<file path="src/rtl/jug_pkg.sv">
// jug_pkg: mode and FSM state encodings shared by the threshold judge.
package jug_pkg;
  localparam logic [1:0] JUG_MODE_LT  = 2'b00;
  localparam logic [1:0] JUG_MODE_GT  = 2'b01;
  localparam logic [1:0] JUG_MODE_WIN = 2'b10;
  localparam logic [1:0] JUG_MODE_OFF = 2'b11;
  localparam logic [1:0] JUG_ST_IDLE  = 2'b00;
  localparam logic [1:0] JUG_ST_PEND  = 2'b01;
  localparam logic [1:0] JUG_ST_FAULT = 2'b10;
  localparam logic [1:0] JUG_ST_RECOV = 2'b11;
endpackage

</file>
<file path="src/rtl/jug_threshold_if.sv">
// jug_threshold_if: sample/threshold bus of the judge; jug_hyst exists only with JUG_HYST_EN.
interface jug_threshold_if #(
  parameter int CHN_NUM = 4,
  parameter int DATA_W  = 16,
  parameter int DBC_W   = 8
);
  logic [CHN_NUM-1:0]        chn_dgd_en;
  logic                      sample_vld;
  logic [2*CHN_NUM-1:0]      jug_mode;
  logic [CHN_NUM*DATA_W-1:0] jug_data;
  logic [CHN_NUM*DATA_W-1:0] jug_datastd0;
  logic [CHN_NUM*DATA_W-1:0] jug_datastd1;
`ifdef JUG_HYST_EN
  logic [CHN_NUM*DATA_W-1:0] jug_hyst;
`endif
  logic [DBC_W-1:0]          jug_dbc_num;
  logic [CHN_NUM-1:0]        jug_raw;
  logic [CHN_NUM-1:0]        jug_result;
  modport master (
`ifdef JUG_HYST_EN
    output jug_hyst,
`endif
    output chn_dgd_en, sample_vld, jug_mode, jug_data, jug_datastd0, jug_datastd1, jug_dbc_num,
    input  jug_raw, jug_result
  );
  modport slave (
`ifdef JUG_HYST_EN
    input  jug_hyst,
`endif
    input  chn_dgd_en, sample_vld, jug_mode, jug_data, jug_datastd0, jug_datastd1, jug_dbc_num,
    output jug_raw, jug_result
  );
endinterface

</file>
<file path="src/rtl/jug_chn.sv">
// jug_chn: one channel's condition evaluation and debounce FSM.
// Recovery uses a hysteresis offset when JUG_HYST_EN is defined, else it is NOT the raw condition.
module jug_chn
  import jug_pkg::*;
#(
  parameter int DATA_W = 16,
  parameter int DBC_W  = 8
) (
  input  logic              clk_sys,
  input  logic              rst_sys,
  input  logic              en,
  input  logic              vld,
  input  logic [1:0]        mode,
  input  logic [DATA_W-1:0] data,
  input  logic [DATA_W-1:0] std0,
  input  logic [DATA_W-1:0] std1,
`ifdef JUG_HYST_EN
  input  logic [DATA_W-1:0] hyst,
`endif
  input  logic [DBC_W-1:0]  dbc,
  output logic              raw,
  output logic              result
);
  logic [1:0]       st, st_n;
  logic [DBC_W-1:0] cnt, cnt_n, cnt_inc, dbc_eff;
  logic             lt, gt, cond, rec, act, hit;
  assign lt   = data < std0;
  assign gt   = data > std1;
  assign cond = mode == JUG_MODE_LT  ? lt :
                mode == JUG_MODE_GT  ? gt :
                mode == JUG_MODE_WIN ? (lt | gt) : 1'b0;
`ifdef JUG_HYST_EN
  logic lt_rec, gt_rec;
  assign lt_rec = {1'b0, data} >= {1'b0, std0} + {1'b0, hyst};
  assign gt_rec = {1'b0, data} + {1'b0, hyst} <= {1'b0, std1};
  assign rec    = mode == JUG_MODE_LT  ? lt_rec :
                  mode == JUG_MODE_GT  ? gt_rec :
                  mode == JUG_MODE_WIN ? (lt_rec & gt_rec) : 1'b0;
`else
  assign rec = ~cond;
`endif
  assign act     = en && mode != JUG_MODE_OFF;
  assign dbc_eff = dbc == '0 ? DBC_W'(1) : dbc;
  assign cnt_inc = &cnt ? cnt : cnt + DBC_W'(1);
  // cnt is 0 in IDLE/FAULT, so cnt_inc covers both the first and later qualifying samples
  assign hit     = cnt_inc >= dbc_eff;
  assign result  = st == JUG_ST_FAULT || st == JUG_ST_RECOV;
  always_comb begin
    st_n  = st;
    cnt_n = cnt;
    if (vld)
      case (st)
        JUG_ST_IDLE, JUG_ST_PEND: begin
          st_n  = cond ? (hit ? JUG_ST_FAULT : JUG_ST_PEND) : JUG_ST_IDLE;
          cnt_n = cond && !hit ? cnt_inc : '0;
        end
        default: begin
          if (rec) begin
            st_n  = hit ? JUG_ST_IDLE : JUG_ST_RECOV;
            cnt_n = hit ? '0 : cnt_inc;
          end else if (cond) begin
            st_n  = JUG_ST_FAULT;
            cnt_n = '0;
          end
        end
      endcase
  end
  always_ff @(posedge clk_sys) begin
    if (rst_sys || !act) begin
      st  <= JUG_ST_IDLE;
      cnt <= '0;
      raw <= 1'b0;
    end else begin
      st  <= st_n;
      cnt <= cnt_n;
      if (vld) raw <= cond;
    end
  end
endmodule

</file>
<file path="src/rtl/jug_threshold.sv">
// jug_threshold: slices the bus into CHN_NUM independent jug_chn judges (JUG_HYST_EN adds hysteresis).
module jug_threshold
  import jug_pkg::*;
#(
  parameter int CHN_NUM = 4,
  parameter int DATA_W  = 16,
  parameter int DBC_W   = 8
) (
  input logic           clk_sys,
  input logic           rst_sys,
  jug_threshold_if.slave bus
);
  for (genvar c = 0; c < CHN_NUM; c++) begin : g_chn
    jug_chn #(.DATA_W(DATA_W), .DBC_W(DBC_W)) u_chn (
      .clk_sys(clk_sys),
      .rst_sys(rst_sys),
      .en     (bus.chn_dgd_en[c]),
      .vld    (bus.sample_vld),
      .mode   (bus.jug_mode[2*c +: 2]),
      .data   (bus.jug_data[c*DATA_W +: DATA_W]),
      .std0   (bus.jug_datastd0[c*DATA_W +: DATA_W]),
      .std1   (bus.jug_datastd1[c*DATA_W +: DATA_W]),
`ifdef JUG_HYST_EN
      .hyst   (bus.jug_hyst[c*DATA_W +: DATA_W]),
`endif
      .dbc    (bus.jug_dbc_num),
      .raw    (bus.jug_raw[c]),
      .result (bus.jug_result[c])
    );
  end
endmodule

</file>
<file path="src/flat_wrapper.sv">
// flat-port wrapper written by rule: the top's interface ports become plain ports
module jug_threshold_flat import jug_pkg::*;
#(
  parameter int CHN_NUM = 4,
  parameter int DATA_W  = 16,
  parameter int DBC_W   = 8
)
  (clk_sys, rst_sys, bus_chn_dgd_en, bus_sample_vld, bus_jug_mode, bus_jug_data, bus_jug_datastd0, bus_jug_datastd1, bus_jug_dbc_num, bus_jug_raw, bus_jug_result);
  jug_threshold_if #(.CHN_NUM(CHN_NUM), .DATA_W(DATA_W), .DBC_W(DBC_W)) bus_i ();
  input logic clk_sys;
  input logic rst_sys;
  input wire logic [$bits(bus_i.chn_dgd_en)-1:0] bus_chn_dgd_en;
  input wire logic [$bits(bus_i.sample_vld)-1:0] bus_sample_vld;
  input wire logic [$bits(bus_i.jug_mode)-1:0] bus_jug_mode;
  input wire logic [$bits(bus_i.jug_data)-1:0] bus_jug_data;
  input wire logic [$bits(bus_i.jug_datastd0)-1:0] bus_jug_datastd0;
  input wire logic [$bits(bus_i.jug_datastd1)-1:0] bus_jug_datastd1;
  input wire logic [$bits(bus_i.jug_dbc_num)-1:0] bus_jug_dbc_num;
  output wire logic [$bits(bus_i.jug_raw)-1:0] bus_jug_raw;
  output wire logic [$bits(bus_i.jug_result)-1:0] bus_jug_result;
  assign bus_i.chn_dgd_en = bus_chn_dgd_en;
  assign bus_i.sample_vld = bus_sample_vld;
  assign bus_i.jug_mode = bus_jug_mode;
  assign bus_i.jug_data = bus_jug_data;
  assign bus_i.jug_datastd0 = bus_jug_datastd0;
  assign bus_i.jug_datastd1 = bus_jug_datastd1;
  assign bus_i.jug_dbc_num = bus_jug_dbc_num;
  assign bus_jug_raw = bus_i.jug_raw;
  assign bus_jug_result = bus_i.jug_result;
  jug_threshold #(.CHN_NUM(CHN_NUM), .DATA_W(DATA_W), .DBC_W(DBC_W)) u_core (.clk_sys(clk_sys), .rst_sys(rst_sys), .bus(bus_i));
endmodule
</file>
<file path="config.mk">
export PLATFORM = sky130hd
export DESIGN_NAME = jug_threshold_flat
export DESIGN_NICKNAME = d
export VERILOG_FILES = /design/src/rtl/jug_pkg.sv /design/src/rtl/jug_threshold_if.sv /design/src/rtl/jug_chn.sv /design/src/rtl/jug_threshold.sv /design/src/flat_wrapper.sv
export SDC_FILE = /design/constraint.sdc
export NUM_CORES = 1
export LEC_CHECK = 0
export CORE_ASPECT_RATIO = 2
export CORE_MARGIN = 3
export CORE_UTILIZATION = 40
export CTS_CLUSTER_SIZE = 40
export DETAILED_ROUTE_END_ITERATION = 8
export GPL_ROUTABILITY_DRIVEN = 0
export PLACE_DENSITY_LB_ADDON = 0.08
export SLEW_MARGIN = 5
export SYNTH_ARGS = -nofsm -noshare
export SYNTH_HDL_FRONTEND = slang
export SYNTH_SLANG_ARGS = --single-unit
</file>
<file path="constraint.sdc">
create_clock -name clk_sys -period 6.21 [get_ports clk_sys]
set_input_delay 0.9315 -clock clk_sys [delete_from_list [all_inputs] [get_ports clk_sys]]
set_output_delay 0.9315 -clock clk_sys [all_outputs]
set_load 0.02 [all_outputs]
</file>
==> out/results.ini <==
[synth]
syn_nets=1222
synthSimpleGateAreaFrac_pct=22.0
synthAdderAreaFrac_pct=31.1
yosysUniqueCellTypes=52
synth_common_cells=ha_1, inv_1, nand2_1, a21oi_1, dfxtp_1
synth_seq_area_share_pct=12.4
syn_area_per_cell_sq_um=7.60
async_reset_ff_share_pct=0
postSynthCellCount=847
netlist_area_sq_mm=0.00644
synth_top_area_share_pct=31.1
yosys-top-cells-area=ha_1, dfxtp_1, inv_1, a21oi_1, nand2_1
synth_compound_area_share_pct=18.6
ys.flop_type=dfxtp_1
ys_ff_latch=40
synth_xor_area_share_pct=2.59
yosys_warnings=0
synthMuxAreaShare_pct=2.31
synth_top_family_by_area=adder cells
yosysMostFrequentCell=ha_1
synth_edf_count=0
synth.largest_area_cell=ha_1

[min_path]
min_from=u_core.g_chn[3].u_chn.raw
min_path_cells=2
hold_path_end=u_core.g_chn[3].u_chn.raw
hold_class=reg2reg

[critical_path]
cp_max_fo=11
end_kind=flop
slowest_stage=or4_1
critPathMaxStageDelay_ns=0.64
r2r_slack_ns=2.55
r2r_start=u_core.g_chn[3].u_chn.cnt[0]
cp.required_ns=6.42
worstPathCellList=clkdlybuf4s50_1 -> nor4_1 -> a41o_1 -> ha_1 -> nand2b_1 -> a211oi_1 -> o31ai_1 -> a21oi_1 -> o21ai_0 -> or4_1 -> a31oi_1
start_kind=input pin
cp_top_family=compound AO/OA/AOI/OAI gates
worstRegToRegCells=13
critical_path_class=in2reg
worstPathBufferInverterCount=1
rr_endpoint=u_core.g_chn[3].u_chn.cnt[2]
arrival_ns=4.05

[clock_network]
clk_pin_slew_ns=0.06
insertion_delay_ns=0.29
htreeDepth=2
cts_tree=done
cts_made_buffers=5
cts_root_buf=clkbuf_16
post-cts-setup-buffers=0
clock-sinks=40
ctsResizeCount=0
holdBufCountCts=0
cts_buffer_depth=2

[grt]
grt_pass1_wl_microns=30500
antenna_found_initial=1
grt_max_degree=42
track_usage_pct=21.6
grt_pass1_vias=6900
overflow=0

[sta]
fin_ws_ns=2.37
post-route-period-util_pct=61.9
finClkSkew_ns=0.00574
finalSetupViolations=0
rsz0062_at_grt=false
max-slew-margin-rel_pct=31.8
maxSlewViolCount=0
finalCriticalPeriod_ns=3.84
fmax_mhz=260
worst_pin_slew_ns=1.01
finalHoldViolations=0
setup_tns_ns=0

[placement]
io_buffer_count=222
dp_slack_ns=2.07
place.detailed.hpwl_microns=16700

[route]
drc=0
ant_nets=0
wl_per_cell_microns=15.0
drtIter0Drc=137
totalWireLength_microns=18700
vias=6605
via_per_inst=5.28
first_pass_iters=4

[power]
switching_share_pct=29.0
p_int_uw=685
p_leak_uw=0.00426
p_per_area_mw_per_mm2=108
switchingPower_uw=279
pwr-share-comb_pct=40.9
pwr-share-seq_pct=27.1
clockPowerShare_pct=32.0
vdd_drop_max_uv=132

[floorplanning]
start_util_pct=40.8
io_pins=223
dieArea_sq_mm=0.0177
die_w_microns=95.7
std_cell_rows=65
core_sq_mm=0.0158
die_y_microns=185

[finish]
syn2layout_area_growth_pct=39.0
fillCellCount=1558
fin_util_pct=56.7
drive_gt1_share_pct=3.24
final_nets=1424

[run_status]
status=completed

[flow_run]
max-cap-violations=0

cells in the final DEF, fill, tap and decap left out, drive strengths merged, types with 8 or more instances in the layout:
cell type      netlist  layout
clkdlybuf4s50        0     222
ha                 160     160
inv                144     144
nand2               98      98
a21oi               79      79
dfxtp               40      40
or4                 30      30
o21ai               23      23
nand4               22      22
nor2                21      21
a21o                20      20
nand3               17      17
xnor2               16      16
and4                15      15
o31ai               13      13
a211oi              12      12
nand2b              12      12
and3                11      11
nand3b               8       8
o211ai               8       8
power groups by stage:
stage / registers [uW] / clock network [uW] / logic [uW]
final: 261 / 308 / 395
after global routing: 262 / 325 / 448
after CTS: 261 / 316 / 401
after detailed placement: 267 / 0 / 399
after global placement: 267 / 0 / 393
after floorplan: 266 / 0 / 202
registers in the layout (all words and copies together), names as in the netlist:
signal / cells
u_core.g_chn.u_chn.raw: 4
u_core.g_chn.u_chn.cnt: 32
u_core.g_chn.u_chn.st: 4
worst reg2reg max path, delay by kind of cell (launching register included):
kind | cells | cell delay [ns]
AND/OR/NAND/NOR | 4 | 0.81
adder cells (fa/ha/maj) | 2 | 0.50
AO/OA/AOI/OAI | 5 | 1.20
flip-flops | 1 | 0.47
XOR/XNOR | 1 | 0.30
multiplexers | 1 | 0.29
cells by family after synthesis:
kind of cell               Yosys count
xor gates and xnor gates            19
DFF                                 40
buffers and inverters              173
adders and majority gates          160
AOI/OAI and AO/OA                  185
and+or+nand+nor                    256
muxes                               14
cell type report:
type	count	area [sq um]	share of cell area, %
Inverter	144	541	6.04
Antenna cell	1	2.50	0.0280
Clock inverter	2	38.8	0.434
Multi-Input combinational cell	634	4930	55.2
Sequential cell	40	801	8.95
Clock buffer	6	139	1.55
Timing Repair Buffer	224	2240	25.0
Tap cell	201	251	2.81
metrics by stage:
step                      power (uW)  hold WS [ns]  instance area, sq um  std cells
final                            965         0.475                  8940       1252
after global routing            1030         0.525                  8940       1252
after CTS                        979         0.478                  8940       1251
after detailed placement         666         0.469                  8760       1243
after global placement           660         0.468                  8760       1243
after floorplan                  468         0.457                  6440        847
routing by layer:
metal	global-route usage, %	routed length [microns]	vias to the layer above	share of wire (%)
met4	7.81	618	0	3.3
li1	-	-	3419	-
met2	43.8	10900	145	58
met5	0	0	-	0
met1	20.4	6360	3007	34
met3	4.19	910	34	4.9
worst max path at each step:
stage | from | to | cells past startpoint
after floorplan | bus_jug_dbc_num[5] | u_core.g_chn[1].u_chn.cnt[1] | 11
after global placement | bus_jug_dbc_num[5] | u_core.g_chn[2].u_chn.cnt[0] | 11
after CTS | bus_jug_dbc_num[5] | u_core.g_chn[1].u_chn.cnt[0] | 11
after detailed placement | bus_jug_dbc_num[5] | u_core.g_chn[2].u_chn.cnt[0] | 11
after global routing | bus_jug_dbc_num[4] | u_core.g_chn[2].u_chn.cnt[7] | 11
final | bus_jug_dbc_num[5] | u_core.g_chn[1].u_chn.cnt[0] | 11
Note: power is estimated with default switching activity, not from simulation.
